==> src/rtl/stage5_writeback_pkg.sv <==
// Shared types and constants for the writeback stage: decoded-instruction layout,
// memory->writeback beat payload, load/CSR funct3 codes and counter CSR addresses.
package stage5_writeback_pkg;

  localparam int unsigned REGISTER_WIDTH = 32;
  localparam int unsigned COUNTER_WIDTH  = 64;

  typedef enum logic [6:0] {
    OP_LOAD   = 7'b0000011,
    OP_IMM    = 7'b0010011,
    OP_AUIPC  = 7'b0010111,
    OP_STORE  = 7'b0100011,
    OP_OP     = 7'b0110011,
    OP_LUI    = 7'b0110111,
    OP_BRANCH = 7'b1100011,
    OP_JALR   = 7'b1100111,
    OP_JAL    = 7'b1101111,
    OP_SYSTEM = 7'b1110011
  } opcode_e;

  localparam logic [2:0] F3_LB  = 3'b000;
  localparam logic [2:0] F3_LH  = 3'b001;
  localparam logic [2:0] F3_LW  = 3'b010;
  localparam logic [2:0] F3_LBU = 3'b100;
  localparam logic [2:0] F3_LHU = 3'b101;
  localparam logic [2:0] CSRRS  = 3'b010;

  typedef enum logic [11:0] {
    CSR_CYCLE    = 12'hC00,
    CSR_TIME     = 12'hC01,
    CSR_INSTRET  = 12'hC02,
    CSR_CYCLEH   = 12'hC80,
    CSR_TIMEH    = 12'hC81,
    CSR_INSTRETH = 12'hC82
  } csr_address_e;

  typedef struct packed {
    logic [31:0] i_type;
  } immediate_t;

  typedef struct packed {
    opcode_e    opcode;
    logic [4:0] rd;
    logic [2:0] funct3;
    logic [4:0] rs1;
    logic [4:0] rs2;
    logic [6:0] funct7;
    immediate_t immediate;
  } decoded_instruction_t;

  typedef struct packed {
    decoded_instruction_t              decoded_instruction;
    logic [REGISTER_WIDTH-1:0]         alu_result;
    logic [REGISTER_WIDTH-1:0]         data_from_memory;
    logic [REGISTER_WIDTH-1:0]         branch_target;
  } mem_wb_tdata_t;

endpackage

==> src/rtl/stage5_writeback_if.sv <==
// AXI-stream style memory->writeback beat channel.
interface stage5_writeback_if;
  import stage5_writeback_pkg::*;

  mem_wb_tdata_t tdata;
  logic          tvalid;
  logic          tready;

  modport master (output tdata, output tvalid, input tready);
  modport slave  (input tdata, input tvalid, output tready);
endinterface

==> src/rtl/stage5_writeback_load_extend.sv <==
// Load lane selection and sign/zero extension, plus misalignment detection.
module stage5_writeback_load_extend
  import stage5_writeback_pkg::*;
(
  input  logic [2:0]                funct3,
  input  logic [1:0]                addr,
  input  logic [REGISTER_WIDTH-1:0] word,
  output logic [REGISTER_WIDTH-1:0] value,
  output logic                      misaligned
);

  logic [7:0]  byte_lane;
  logic [15:0] half_lane;

  always_comb begin
    case (addr)
      2'd0:    byte_lane = word[7:0];
      2'd1:    byte_lane = word[15:8];
      2'd2:    byte_lane = word[23:16];
      default: byte_lane = word[31:24];
    endcase
    half_lane = addr[1] ? word[31:16] : word[15:0];
  end

  always_comb begin
    value      = word;
    misaligned = 1'b0;
    case (funct3)
      F3_LB:  value = {{(REGISTER_WIDTH-8){byte_lane[7]}}, byte_lane};
      F3_LBU: value = {{(REGISTER_WIDTH-8){1'b0}}, byte_lane};
      F3_LH: begin
        value      = {{(REGISTER_WIDTH-16){half_lane[15]}}, half_lane};
        misaligned = addr[0];
      end
      F3_LHU: begin
        value      = {{(REGISTER_WIDTH-16){1'b0}}, half_lane};
        misaligned = addr[0];
      end
      F3_LW:  misaligned = (addr != 2'b00);
      default: ;
    endcase
  end

endmodule

==> src/rtl/stage5_writeback.sv <==
// Final pipeline stage: selects the writeback value, retires instructions and owns
// the cycle/instret counters that back the rdcycle/rdinstret CSR reads.
module stage5_writeback
  import stage5_writeback_pkg::*;
(
  input  logic                      clk,
  input  logic                      rst,
  stage5_writeback_if.slave         axis_memory_to_writeback,
  output logic                      regfile_write_enable,
  output logic [4:0]                regfile_write_address,
  output logic [REGISTER_WIDTH-1:0] regfile_write_data,
  output logic                      retired,
  output logic                      load_misaligned,
  output logic [COUNTER_WIDTH-1:0]  cycle_count,
  output logic [COUNTER_WIDTH-1:0]  instret_count
);

  logic                      accept;
  opcode_e                   opcode;
  logic [2:0]                funct3;
  logic [4:0]                rd;
  logic [4:0]                rs1;
  logic [11:0]               csr_addr;
  logic [REGISTER_WIDTH-1:0] alu_result;
  logic [REGISTER_WIDTH-1:0] mem_word;
  logic [REGISTER_WIDTH-1:0] load_value;
  logic                      load_bad;
  logic [REGISTER_WIDTH-1:0] csr_value;
  logic [REGISTER_WIDTH-1:0] result;
  logic                      writes;
  logic                      retire;
  logic                      misalign;

  assign axis_memory_to_writeback.tready = !rst;
  assign accept     = axis_memory_to_writeback.tvalid && !rst;
  assign opcode     = axis_memory_to_writeback.tdata.decoded_instruction.opcode;
  assign funct3     = axis_memory_to_writeback.tdata.decoded_instruction.funct3;
  assign rd         = axis_memory_to_writeback.tdata.decoded_instruction.rd;
  assign rs1        = axis_memory_to_writeback.tdata.decoded_instruction.rs1;
  assign csr_addr   = axis_memory_to_writeback.tdata.decoded_instruction.immediate.i_type[11:0];
  assign alu_result = axis_memory_to_writeback.tdata.alu_result;
  assign mem_word   = axis_memory_to_writeback.tdata.data_from_memory;

  stage5_writeback_load_extend u_load_extend (
    .funct3     (funct3),
    .addr       (alu_result[1:0]),
    .word       (mem_word),
    .value      (load_value),
    .misaligned (load_bad)
  );

  // CSR reads see the counters as registered before the accepting edge.
  always_comb begin
    csr_value = '0;
    case (csr_addr)
      CSR_CYCLE, CSR_TIME:   csr_value = cycle_count[REGISTER_WIDTH-1:0];
      CSR_CYCLEH, CSR_TIMEH: csr_value = cycle_count[COUNTER_WIDTH-1:REGISTER_WIDTH];
      CSR_INSTRET:           csr_value = instret_count[REGISTER_WIDTH-1:0];
      CSR_INSTRETH:          csr_value = instret_count[COUNTER_WIDTH-1:REGISTER_WIDTH];
      default:               csr_value = '0;
    endcase
  end

  always_comb begin
    result   = alu_result;
    writes   = 1'b0;
    retire   = 1'b0;
    misalign = 1'b0;
    if (accept) begin
      writes = 1'b1;
      retire = 1'b1;
      case (opcode)
        OP_LOAD: begin
          result = load_value;
          if (load_bad) begin
            writes   = 1'b0;
            retire   = 1'b0;
            misalign = 1'b1;
          end
        end
        OP_STORE, OP_BRANCH: writes = 1'b0;
        OP_SYSTEM: begin
          if (funct3 == CSRRS && rs1 == 5'd0) result = csr_value;
          else                                writes = 1'b0;
        end
        default: ;
      endcase
      if (rd == 5'd0) writes = 1'b0;
    end
  end

  always_ff @(posedge clk) begin
    if (rst) begin
      regfile_write_enable  <= 1'b0;
      regfile_write_address <= '0;
      regfile_write_data    <= '0;
      retired               <= 1'b0;
      load_misaligned       <= 1'b0;
      cycle_count           <= '0;
      instret_count         <= '0;
    end else begin
      regfile_write_enable  <= writes;
      regfile_write_address <= rd;
      regfile_write_data    <= result;
      retired               <= retire;
      load_misaligned       <= misalign;
      cycle_count           <= cycle_count + COUNTER_WIDTH'(1);
      instret_count         <= instret_count + COUNTER_WIDTH'(retire);
    end
  end

endmodule

==> src/flat_wrapper.sv <==
// flat-port wrapper written by rule: the top's interface ports become plain ports
module stage5_writeback_flat import stage5_writeback_pkg::*;
  (clk, rst, regfile_write_enable, regfile_write_address, regfile_write_data, retired, load_misaligned, cycle_count, instret_count, axis_memory_to_writeback_tdata, axis_memory_to_writeback_tvalid, axis_memory_to_writeback_tready);
  stage5_writeback_if axis_memory_to_writeback_i ();
  input  logic clk;
  input  logic rst;
  output logic regfile_write_enable;
  output logic [4:0] regfile_write_address;
  output logic [REGISTER_WIDTH-1:0] regfile_write_data;
  output logic retired;
  output logic load_misaligned;
  output logic [COUNTER_WIDTH-1:0] cycle_count;
  output logic [COUNTER_WIDTH-1:0] instret_count;
  input wire logic [$bits(axis_memory_to_writeback_i.tdata)-1:0] axis_memory_to_writeback_tdata;
  input wire logic [$bits(axis_memory_to_writeback_i.tvalid)-1:0] axis_memory_to_writeback_tvalid;
  output wire logic [$bits(axis_memory_to_writeback_i.tready)-1:0] axis_memory_to_writeback_tready;
  assign axis_memory_to_writeback_i.tdata = axis_memory_to_writeback_tdata;
  assign axis_memory_to_writeback_i.tvalid = axis_memory_to_writeback_tvalid;
  assign axis_memory_to_writeback_tready = axis_memory_to_writeback_i.tready;
  stage5_writeback u_core (.clk(clk), .rst(rst), .axis_memory_to_writeback(axis_memory_to_writeback_i), .regfile_write_enable(regfile_write_enable), .regfile_write_address(regfile_write_address), .regfile_write_data(regfile_write_data), .retired(retired), .load_misaligned(load_misaligned), .cycle_count(cycle_count), .instret_count(instret_count));
endmodule
==> config.mk <==
export PLATFORM = sky130hd
export DESIGN_NAME = stage5_writeback_flat
export DESIGN_NICKNAME = d
export VERILOG_FILES = /design/src/rtl/stage5_writeback_pkg.sv /design/src/rtl/stage5_writeback_if.sv /design/src/rtl/stage5_writeback_load_extend.sv /design/src/rtl/stage5_writeback.sv /design/src/flat_wrapper.sv
export SDC_FILE = /design/constraint.sdc
export NUM_CORES = 1
export LEC_CHECK = 0
export CORE_MARGIN = 10
export CORE_UTILIZATION = 46
export DETAILED_ROUTE_END_ITERATION = 6
export GPL_TIMING_DRIVEN = 0
export HOLD_SLACK_MARGIN = 0.03
export PLACE_DENSITY = 0.87
export SETUP_SLACK_MARGIN = 0.5
export SYNTH_ARGS = -nofsm -noshare
export SYNTH_HDL_FRONTEND = slang
export SYNTH_HIERARCHICAL = 1
export SYNTH_SLANG_ARGS = --single-unit
==> constraint.sdc <==
create_clock -name clk -period 4 [get_ports clk]
set_input_delay 0.8 -clock clk [delete_from_list [all_inputs] [get_ports clk]]
set_output_delay 0.8 -clock clk [all_outputs]
set_load 0.01 [all_outputs]
==> impl_metrics.csv <==
group,metric,value,unit
global_route,grt_max_degree,17,
global_route,grt.met2_usage,0.479,
critical_path,cp-end-kind,"flip-flop",
critical_path,crit_path_cell_trace,"dlygate4sd2_1, clkbuf_8, nand2b_1, clkbuf_8, o21ai_1, nand3_1, and2_4, ha_4, ha_4, nand4_4, nor4_4, nand3_4, buf_2, or4_1, a21oi_1",
placement,routabilityCongestion,1.01,
critical_path,cp.arrival,3.83,ns
sta,finalCritPeriodShare,0.868,
synth,ys_ff_latch,168,
synth,synth_warnings,6,
placement,numPortBuffers,267,
sta,hold_viol,0,
critical_path,path_max_fanout,9,
clock_tree,hold_buffers,0,
sta,fin_ws,0.530,ns
synth,ys_types,64,
job,maxCapViolations,0,
synth,syn_nets,1300,
die,initial_core_util,0.471,
power,powerDensity,287,mW/mm2
synth,async_reset_ff_frac,0,
die,boundaryPins,332,
placement,hpwl,32000,um
synth,synth_edf_count,0,
sta,fin_tns_setup,0,ns
synth,ys.flop_type,"dfxtp_1",
global_route,use_met3,0.0981,
global_route,top_usage_layer,"met2",
sta,fin_skew,0.00888,ns
power,ir_worst_vdd,0.283,mV
die,dieArea,0.0262,mm2
synth,yosys.area.top_type,"dfxtp_1",
final_layout,instances_no_fill,1708,
die,rows,51,
synth,syn_area,0.00925,mm2
sta,slew_viol_final,0,
final_layout,antenna_cells,0,
die,die_w,162,um
global_route,grt_pass1_wl,61900,um
global_route,antenna_found_initial,0,
placement,place_ws,-0.913,ns
critical_path,crit_start,"axis_memory_to_writeback_tdata[146]",
sta,max_slew_margin,0.333,
route,drt-initial-drc-count,1709,
run_status,status,"complete, but fails checks",
sta,setup_violations,0,
critical_path,critPathKind,"input pin to flip-flop",
synth,synth_top_area_frac,0.364,
clock_tree,cts_tree,"done",
run_status,violations,"design-rule violations",
critical_path,crit_required,4.36,ns
global_route,overflow,0,
clock_tree,clk_pin_slew_worst_paths,0.07,ns
route,drt_first_pass_iters,7,
route,totalWireLength,41600,um
clock_tree,htree_levels,4,
clock_tree,cts_buffer_depth,2,
critical_path,cpMaxStageDelayCell,"or4_1",
clock_tree,cts_root_buf,"clkbuf_16",
sta,worstMarginPinSlew,0.992,ns
global_route,grt_pass1_vias,10300,
hold_path,hold_path_class,"flip-flop to flip-flop",
clock_tree,clk_latency,0.44,ns
final_layout,final_cell_mix,"262 x clkdlybuf4s50_1, 168 x dfxtp_1, 100 x nand2_1",
synth,synth_area_leaders,"dfxtp_1 36%, o21ai_0 5.2%, a21oi_1 4.3%, nand2_1 4.1%, nor2_1 3.4%",
clock_tree,cts_inserted_buffers,17,
die,coreArea,0.0197,mm2
synth,syn-instance-count,1134,
sta,whs,0.508,ns
sta,fin_crit,3.47,ns
critical_path,worstReg2RegStart,"u_core/cycle_count[29]$_SDFF_PP0_",
final_layout,syn_to_final_growth,40.6,%
synth,avgSynthCellArea,8.16,um2
route,ant_nets,0,
clock_tree,cts_sinks,168,
final_layout,drive_above_1_share,0.0693,
hold_path,hold_path_startpoint,"u_core/cycle_count[63]$_SDFF_PP0_",
final_layout,final_common_cell,"clkdlybuf4s50_1",
route,drc,1,
critical_path,cp-start-kind,"input pin",
sta,fmaxAchievable,288,MHz
power,p_leak,4.17,nW
die,die_h,162,um
global_route,met1_usage,0.366,
route,post_drt_wl_per_cell,24.3,um
route,viasPerCell,6.40,
route,num_vias,10900,
final_layout,nets,1596,
final_layout,fin_util,0.662,
synth,ys_seq_area_frac,0.364,
global_route,grt_usage,0.301,
sta,rsz0062_at_grt,"false",
critical_path,slowest_delay,0.53,ns
placement,place_inst,1666,
## area by class of cell
type / count / area [um2]
Timing Repair Buffer: 277 / 2760
Inverter: 39 / 146
Clock buffer: 18 / 429
Fill cell: 1670 / 6650
Tap cell: 265 / 332
Clock inverter: 14 / 140
Buffer: 72 / 357
Sequential cell: 168 / 3360
Multi-Input combinational cell: 855 / 5490
## registers in the layout (all words and copies together) (netlist names)
| name | count |
|---|---|
| u_core/cycle_count | 64 |
| u_core/instret_count | 64 |
| u_core/regfile_write_data | 32 |
| u_core/regfile_write_address | 5 |
| u_core/load_misaligned | 1 |
| u_core/regfile_write_enable | 1 |
| u_core/retired | 1 |
## synthesized netlist by cell type, drive strengths merged, types with 9 or more instances
cell,number
inv,39
o31ai,24
and2,9
a22oi,35
a21oi,79
o21ai,96
nor2,85
a22o,10
nor3,15
xor2,28
a221oi,9
clkbuf,56
and3,10
nor2b,12
nor4,21
nand2,100
dfxtp,168
or2,11
or4,29
nand3b,32
xnor2,26
a221o,10
a222oi,18
buf,16
or3,37
nand2b,11
nand4,43
nand3,48
## power by group
part	leakage [nW]	internal [mW]	switching (mW)	total, mW
clock network	0.274	0.874	0.754	1.63
logic	2.53	0.212	0.188	0.400
registers	1.36	1.70	0.0135	1.71
total	4.17	2.78	0.956	3.74
## critical path: cells and delay by family
kind,cells,cell delay (ns)
compound gates,2,0.25
fa+ha+maj,2,0.32
buf+inv,4,0.79
simple gates,7,1.67
## layer usage
metal,up-vias,share of wire
met1,5140,0.38
met2,844,0.45
met3,119,0.13
met4,0,0.047
li1,4831,-
met5,-,0
## logic make-up after synthesis
family                   after synthesis  share of synthesized area
AND/OR/NAND/NOR                      481                      0.295
AO/OA/AOI/OAI                        306                      0.215
flip-flops                           168                      0.364
buffers and inverters                111                     0.0483
XOR/XNOR                              54                     0.0511
multiplexers                          11                     0.0234
adder cells (fa/ha/maj)                3                    0.00406
## timing repair
action | 4_1_cts | 5_1_grt
setup endpoints to repair | 47 | 29
setup buffers | 7 | 3
pin swaps | 3 | 1
gates resized for setup | 23 | 12
## path summary, 6_finish.rpt
path              slack [ns]                             endpoint  cells after the start
setup / recovery        0.53  u_core/instret_count[42]$_SDFF_PP0_                     15
hold / removal          0.51    u_core/cycle_count[63]$_SDFF_PP0_                      2
setup reg to reg        1.23    u_core/cycle_count[59]$_SDFF_PP0_                      7
hold reg to reg         0.51    u_core/cycle_count[63]$_SDFF_PP0_                      2
## stage by stage
| step | area, um2 | total power, mW |
|---|---|---|
| floorplan | 9270 | 1.91 |
| global placement | 12300 | 2.13 |
| detailed placement | 12300 | 2.13 |
| CTS | 13000 | 3.74 |
| global route | 13000 | 3.84 |
| finish | 13000 | 3.74 |
No activity file was read; power rests on OpenSTA's default activity.
